--- config.mk ---
export PLATFORM = sky130hd
export DESIGN_NAME = serial_adder
export DESIGN_NICKNAME = d
export VERILOG_FILES = /design/src/rtl/serial_adder_pkg.sv /design/src/rtl/serial_adder_fa_cell.sv /design/src/rtl/serial_adder.sv
export SDC_FILE = /design/constraint.sdc
export NUM_CORES = 1
export LEC_CHECK = 0
export BUFFER_PORTS_ARGS = -buffer_cell sky130_fd_sc_hd__clkbuf_2
export CORE_MARGIN = 2
export CORE_UTILIZATION = 51
export CTS_BUF_LIST = sky130_fd_sc_hd__clkbuf_4 sky130_fd_sc_hd__clkbuf_8
export DETAILED_ROUTE_END_ITERATION = 7
export PLACE_DENSITY = 0.77
export SYNTH_ARGS = -nofsm -noshare
export SYNTH_HDL_FRONTEND = slang
export SYNTH_SLANG_ARGS = --single-unit
--- constraint.sdc ---
create_clock -name i_clk -period 1.4 [get_ports i_clk]
set_input_delay 0.07 -clock i_clk [delete_from_list [all_inputs] [get_ports i_clk]]
set_output_delay 0.07 -clock i_clk [all_outputs]
set_load 0.02 [all_outputs]
--- src/rtl/serial_adder_pkg.sv ---
// Shared definitions for the bit-serial adder: FSM encoding and WIDTH legality check.
// Optional feature macro used by serial_adder: SERIAL_ADDER_OVF_EN (adds o_ovf).
`ifndef SERIAL_ADDER_PKG_SV
`define SERIAL_ADDER_PKG_SV

`define SERIAL_ADDER_WIDTH_OK(w) (((w) >= 2) && ((w) <= 64))

package serial_adder_pkg;

   localparam int WIDTH_MIN = 2;
   localparam int WIDTH_MAX = 64;

   typedef enum logic {
      ST_IDLE = 1'b0,
      ST_RUN  = 1'b1
   } state_t;

   function automatic bit width_ok(input int w);
      return (w >= WIDTH_MIN) && (w <= WIDTH_MAX);
   endfunction

endpackage

`endif

--- src/rtl/serial_adder_fa_cell.sv ---
// One-bit combinational full adder; the only arithmetic cell of the serial datapath.
module fa_cell (
   input  logic i_a,
   input  logic i_b,
   input  logic i_cin,
   output logic o_s,
   output logic o_cout
);

   assign o_s    = i_a ^ i_b ^ i_cin;
   assign o_cout = (i_a & i_b) | (i_cin & (i_a ^ i_b));

endmodule

--- src/rtl/serial_adder.sv ---
// Bit-serial adder/subtractor: WIDTH bits LSB first through one fa_cell, carry kept in a flop.
// Define SERIAL_ADDER_OVF_EN to add the registered signed-overflow output o_ovf.
module serial_adder
   import serial_adder_pkg::*;
#(
   parameter int WIDTH = 8
) (
   input  logic             i_clk,
   input  logic             i_rst_n,
   input  logic             i_start,
   input  logic             i_sub,
   input  logic [WIDTH-1:0] i_a,
   input  logic [WIDTH-1:0] i_b,
   input  logic             i_cin,
   output logic             o_busy,
   output logic             o_done,
   output logic [WIDTH-1:0] o_sum,
   output logic             o_cout,
`ifdef SERIAL_ADDER_OVF_EN
   output logic             o_ovf,
`endif
   output state_t           o_dbg_state
);

   localparam int CNT_W = $clog2(WIDTH);
   localparam logic [CNT_W-1:0] CNT_LAST = CNT_W'(WIDTH - 1);

   if (!width_ok(WIDTH)) begin : g_bad_width
      $error("serial_adder: WIDTH must be in 2..64");
   end

   // Handshake: i_start is sampled only while o_busy=0 (including the o_done cycle);
   // o_done is a one-cycle pulse coinciding with the update of o_sum/o_cout.
   state_t           r_state;
   state_t           w_next_state;
   logic             w_load;
   logic             w_last;
   logic [WIDTH-1:0] r_sa;
   logic [WIDTH-1:0] r_sb;
   logic [WIDTH-2:0] r_sr;
   logic             r_carry;
   logic [CNT_W-1:0] r_cnt;
   logic [WIDTH-1:0] r_sum;
   logic             r_cout;
   logic             r_done;
   logic             w_s;
   logic             w_c;
   logic [WIDTH-1:0] w_sr_full;

   fa_cell u_fa (
      .i_a    (r_sa[0]),
      .i_b    (r_sb[0]),
      .i_cin  (r_carry),
      .o_s    (w_s),
      .o_cout (w_c)
   );

   // Newest bit enters at the MSB, so after WIDTH steps this is the full result.
   assign w_sr_full = {w_s, r_sr};

   always_ff @(posedge i_clk or negedge i_rst_n) begin
      if (!i_rst_n) r_state <= ST_IDLE;
      else          r_state <= w_next_state;
   end

   always_comb begin
      w_next_state = r_state;
      w_load       = 1'b0;
      w_last       = 1'b0;
      case (r_state)
         ST_IDLE: begin
            if (i_start) begin
               w_load       = 1'b1;
               w_next_state = ST_RUN;
            end
         end
         ST_RUN: begin
            if (r_cnt == CNT_LAST) begin
               w_last       = 1'b1;
               w_next_state = ST_IDLE;
            end
         end
         default: w_next_state = ST_IDLE;
      endcase
   end

   always_ff @(posedge i_clk or negedge i_rst_n) begin
      if (!i_rst_n) begin
         r_sa    <= '0;
         r_sb    <= '0;
         r_sr    <= '0;
         r_carry <= 1'b0;
         r_cnt   <= '0;
      end else if (w_load) begin
         r_sa    <= i_a;
         r_sb    <= i_b ^ {WIDTH{i_sub}};
         r_carry <= i_sub ? 1'b1 : i_cin;
         r_cnt   <= '0;
      end else if (r_state == ST_RUN) begin
         r_sa    <= r_sa >> 1;
         r_sb    <= r_sb >> 1;
         r_sr    <= w_sr_full[WIDTH-1:1];
         r_carry <= w_c;
         r_cnt   <= r_cnt + 1'b1;
      end
   end

   always_ff @(posedge i_clk or negedge i_rst_n) begin
      if (!i_rst_n) begin
         r_sum  <= '0;
         r_cout <= 1'b0;
         r_done <= 1'b0;
      end else begin
         r_done <= w_last;
         if (w_last) begin
            r_sum  <= w_sr_full;
            r_cout <= w_c;
         end
      end
   end

`ifdef SERIAL_ADDER_OVF_EN
   logic r_ovf;

   // On the last step r_carry is the carry into the MSB and w_c the carry out of it.
   always_ff @(posedge i_clk or negedge i_rst_n) begin
      if (!i_rst_n)    r_ovf <= 1'b0;
      else if (w_last) r_ovf <= r_carry ^ w_c;
   end

   assign o_ovf = r_ovf;
`endif

   assign o_busy      = (r_state == ST_RUN);
   assign o_done      = r_done;
   assign o_sum       = r_sum;
   assign o_cout      = r_cout;
   assign o_dbg_state = r_state;

endmodule

## Word-level counts from Yosys, hierarchy flattened

Index checks and enable logic that the tools add are counted.

- Add/sub/neg operators: 1
- Eq/ne operators: 1
- Mux-type cells: 15
- Bitwise gates (word level): 8
- Reduce and logical (&&, ||, !) cells: 2

Operator list:

| operator | count |
|---|---|
| $mux 8 | 4 |
| $mux 1 | 8 |
| $xor 8x8->8 | 1 |
| $mux 3 | 2 |
| $add 3x1->3 const B | 1 |
| $eq 3x3->1 const B | 1 |
| $and 1x1->1 | 2 |
| $not 1->1 | 2 |
| $pmux 1 s2 | 1 |
| $reduce_and 2->1 | 1 |
| $reduce_bool 2->1 | 1 |
| $xor 1x1->1 | 2 |
| $or 1x1->1 | 1 |

- Flip-flop bits (word level): 38
- Input bits: 21
- Output and inout port bits: 12
- Logic and storage cells: 36

## Longest topological paths before layout

- Depth in word-level cells: 5
- Mapped depth: 5
- Depth with buffers taken out: 4

## Modules after synthesis

From an unflattened synthesis, not the netlist that was laid out.

- Cell total of the unflattened synthesis: 125
- Area total of the unflattened synthesis: 1761.7 um^2

Modules (own cells, without submodules):

| module | instances | cells an instance | area an instance (um^2) | sequential area each (um^2) |
|---|---|---|---|---|
| serial_adder | 1 | 124 | 1741.7 | 950.9 |
| fa_cell | 1 | 1 | 20.0 | 0.0 |

## Worst setup path before layout

Ideal clock, no wire load.

- Kind: reg-to-reg
- From: register r_cnt[0]
- To: register r_cout, in the netlist o_cout
- Library setup time: 0.125 ns
- Data arrival time: 1.254 ns
- Required time: 1.275 ns
- Slack: 0.022 ns
- Cell stages (with the launch flop): 5
- Path buffers: 0
- Clock period less this slack: 1.378 ns
- Path through: dfrtp_1 ha_1 ha_1 nand2_2 mux2_2

- Word-level cells in the longest chain between the ends: 3

RTL lines:

| what | RTL line | RTL |
|---|---|---|
| from (decl) | serial_adder.sv:42 | `logic [CNT_W-1:0] r_cnt;` |
| from (signal assigned) | serial_adder.sv:104 | `r_cnt <= r_cnt + 1'b1;` |
| $eq 3x3->1 | serial_adder.sv:78 | `if (r_cnt == CNT_LAST) begin` |
| $mux 1 | serial_adder.sv:78 |  |
| $mux 1 | serial_adder.sv:70 | `case (r_state)` |
| to (signal assigned) | serial_adder.sv:117 | `r_cout <= w_c;` |
| to (decl) | serial_adder.sv:44 | `logic r_cout;` |

No other way between the ends.
A chain may end at the register's enable or synchronous reset.

## Worst setup path in the final report

- From: register r_cnt[0]
- To: register r_sum[5], in the netlist o_sum[5]

- Word-level cells in the longest chain between the ends: 3

RTL lines:

| what | RTL line | RTL |
|---|---|---|
| $eq 3x3->1 | serial_adder.sv:78 |  |
| $mux 1 | serial_adder.sv:78 |  |
| $mux 1 | serial_adder.sv:70 |  |
| to (signal assigned) | serial_adder.sv:116 | `r_sum <= w_sr_full;` |
| to (decl) | serial_adder.sv:43 | `logic [WIDTH-1:0] r_sum;` |

No other way between the ends.

==> impl_metrics.yaml <==
outcome:
  status: "finished clean"
routing:
  via_per_inst: 5.04
  drtIter0Drc: 31
  wirelength_um: 3010
  vias: 1099
  ant_nets: 0
  first_pass_iters: 4
  drcViolationCount: 0
  wl_per_cell_um: 13.8
critical_path:
  endpoint_kind: "flip-flop"
  r2r_cells: 4
  r2r_slack_ns: 0.07
  cp_slowest_cell: "dfrtp_1"
  critical_path.top_delay_family: "flip-flops"
  crit_buf_inv: 0
  crit_required_ns: 1.63
  worstReg2RegStart: "r_cnt[0]"
  slowest_delay_ns: 0.39
  critPathKind: "reg2reg"
  timing.rr.end: "o_sum[5]"
  crit_path_cell_trace: "ha_2, ha_4, nand2_4, mux2_2"
  startpoint_type: "flip-flop"
  cp_data_arrival_time_ns: 1.56
  crit_fanout: 5
synth:
  syn_area_mm2: 0.00173
  synth.top_cell.area_share: 0.549
  netlist.top_cell.by_area: "dfrtp_1"
  synth.avg_cell_area_um2: 13.1
  synth_cell_types: 24
  syn-instance-count: 132
  yosys-top-cells-area: "dfrtp_1, mux2_2, o211ai_2"
  ys_seq_area_frac: 0.549
  yosysWarnings: 0
  ys_seq_elements: 38
  synthArstFlopShare: 1.00
  synth-edff-count: 0
  synth_fp_nets: 156
  ys.flop_type: "dfrtp_1"
run:
  cap_violations: 0
final_layout:
  fill_cells: 281
  fin_nets: 195
  n_antenna_cell: 0
  layout-drive-gt1-share: 0.442
  areaGrowthSynthToFinish_pct: 18.5
timing:
  maxSlewViolCount: 0
  skew_ns: 0.00880
  setup_viol: 0
  hold_ws_ns: 0.0130
  rsz0062_at_grt: "no"
  relSlewSlack: 0.656
  period_share: 0.953
  finalHoldViolCount: 0
  tightest_slew_ns: 0.516
  worst_slack_ns: 0.0661
  period_needed_ns: 1.33
  fmax_mhz: 750
grt:
  grt_overflow: 0
  antenna_found_initial: 0
  track_usage: 0.177
  grt_pass1_vias: 1136
  grt_max_degree: 39
  grt_pass1_wl_um: 5280
worst_hold_path:
  min-delay-start: "i_a[5]"
  worstHoldPathType: "in2reg"
  hold_end: "r_sa[5]"
  hold_depth: 3
placement:
  pre_cts_ws_ns: -0.0965
  gp_congestion: 0.734
  io_buffer_count: 32
  hpwlAfterDp_um: 2080
floorplanning:
  num_io_pins: 33
  start_util: 0.523
  core-area_mm2: 0.00331
  fp.dieH_um: 62.3
  row_count: 21
  dieWidth_um: 62.3
  die-area_mm2: 0.00388
power:
  combPwrFrac: 0.405
  netSwitchingFraction: 0.353
  pwr-share-seq: 0.449
  cellLeakagePower_nw: 1.00
  pwr-share-clk: 0.146
  p_per_area_mw_per_mm2: 2020
  vdd.ir_drop.worst_uv: 1220
  p_int_w: 0.00268
  power_switching_w: 0.00146
clocking:
  clock-sinks: 38
  h-tree-depth: 2
  cts_made_buffers: 5
  clock_latency_ns: 0.34
  root_buffer: "clkbuf_4"
  clk_pin_slew_worst_paths_ns: 0.11
  clockBufferDepth: 2
  tritoncts: "done"
==> metal layers <==
metal | track usage | vias to the layer above | part of all wire
li1 | - | 535 | -
met1 | 0.236 | 532 | 0.46
met2 | 0.268 | 26 | 0.47
met3 | 0.0616 | 6 | 0.047
met4 | 0.0667 | 0 | 0.019
met5 | 0 | - | 0
==> metrics by stage <==
step	cells	utilization	total power, W	TNS, ns	cell area [um^2]
after floorplan	132	-	0.00300	0	1730
after global placement	206	0.583	0.00337	-0.322	1930
after detailed placement	206	0.583	0.00348	-0.733	1930
after CTS	218	0.615	0.00415	0	2040
after global routing	218	0.620	0.00447	0	2050
final	218	0.620	0.00414	0	2050
==> placed cells by master, fill, tap and decap left out, types with 3 or more instances in the layout <==
cell and n:
mux2i_1 8, clkbuf_2 32, o21ai_0 4, or3b_1 7, dfrtp_1 37, buf_4 5
o211ai_2 7, mux2_2 17, xnor2_1 8, nand2_1 15, nor2_1 4, o21ai_1 3
clkbuf_4 6
==> cell usage after synthesis, drive strengths merged, types with 2 or more instances <==
cell type and instances:
a22o 2, mux2 17, ha 2, or3b 7
xnor2 8, buf 8, dfrtp 38, nor2 4
nand2 16, o21ai 7, mux2i 8, o211ai 7
==> repair_timing <==
item,CTS,global route
endpoints found under the hold margin,39,0
cloned,1,0
hold buffers,2,0
setup buffers,1,0
resized for setup,3,3
setup endpoints to repair,9,7
==> power groups by stage <==
stage / clock network [W] / logic (W) / registers [W]
floorplan: 0 / 0.00105 / 0.00195
global placement: 0 / 0.00155 / 0.00182
detailed placement: 0 / 0.00162 / 0.00186
CTS: 0.000633 / 0.00167 / 0.00185
global route: 0.000697 / 0.00185 / 0.00192
finish: 0.000605 / 0.00167 / 0.00186
==> sequential cells by signal (all words and copies together) (netlist names) <==
name and count:
r_sr 7, o_sum 8, r_cnt 3, r_carry 1
r_sa 8, r_sb 8, o_busy 1, o_cout 1
o_done 1
==> cell families (layout without fill, tap and decap cells) <==
group | after synthesis | in the layout | synth area share
AND/OR/NAND/NOR | 29 | 30 | 0.0924
multiplexers | 25 | 25 | 0.157
adder cells (fa/ha/maj) | 3 | 3 | 0.0260
XOR/XNOR | 8 | 8 | 0.0404
buffers and inverters | 10 | 49 | 0.0433
flip-flops | 38 | 38 | 0.549
AO/OA/AOI/OAI | 19 | 19 | 0.0924
==> worst max-delay path by stage <==
stage / startpoint / endpoint / depth (start not counted)
4_1_cts: r_cnt[0] / o_sum[6] / 4
6_report: r_cnt[0] / o_sum[5] / 4
3_3_place_gp: r_cnt[0] / o_sum[0] / 4
2_1_floorplan: r_cnt[0] / o_cout / 4
3_5_place_dp: r_cnt[0] / o_sum[5] / 4
5_1_grt: o_busy / o_dbg_state / 2
==> area by class of cell <==
cell class / instances / area (um^2) / area share
timing repair buffer: 40 / 238 / 0.116
clock buffer: 7 / 58.8 / 0.0286
clock inverter: 1 / 5.00 / 0.00244
multi-input combinational: 85 / 738 / 0.360
tap: 46 / 57.6 / 0.0280
sequential: 38 / 952 / 0.464
inverter: 1 / 3.75 / 0.00183
==> worst reg2reg max path: cells and delay by family, from the launching register on <==
family | cells | cell delay [ns]
DFF | 1 | 0.39
adders and majority gates | 2 | 0.38
and+or+nand+nor | 1 | 0.10
muxes | 1 | 0.35
(Power assumes the default switching activity.)
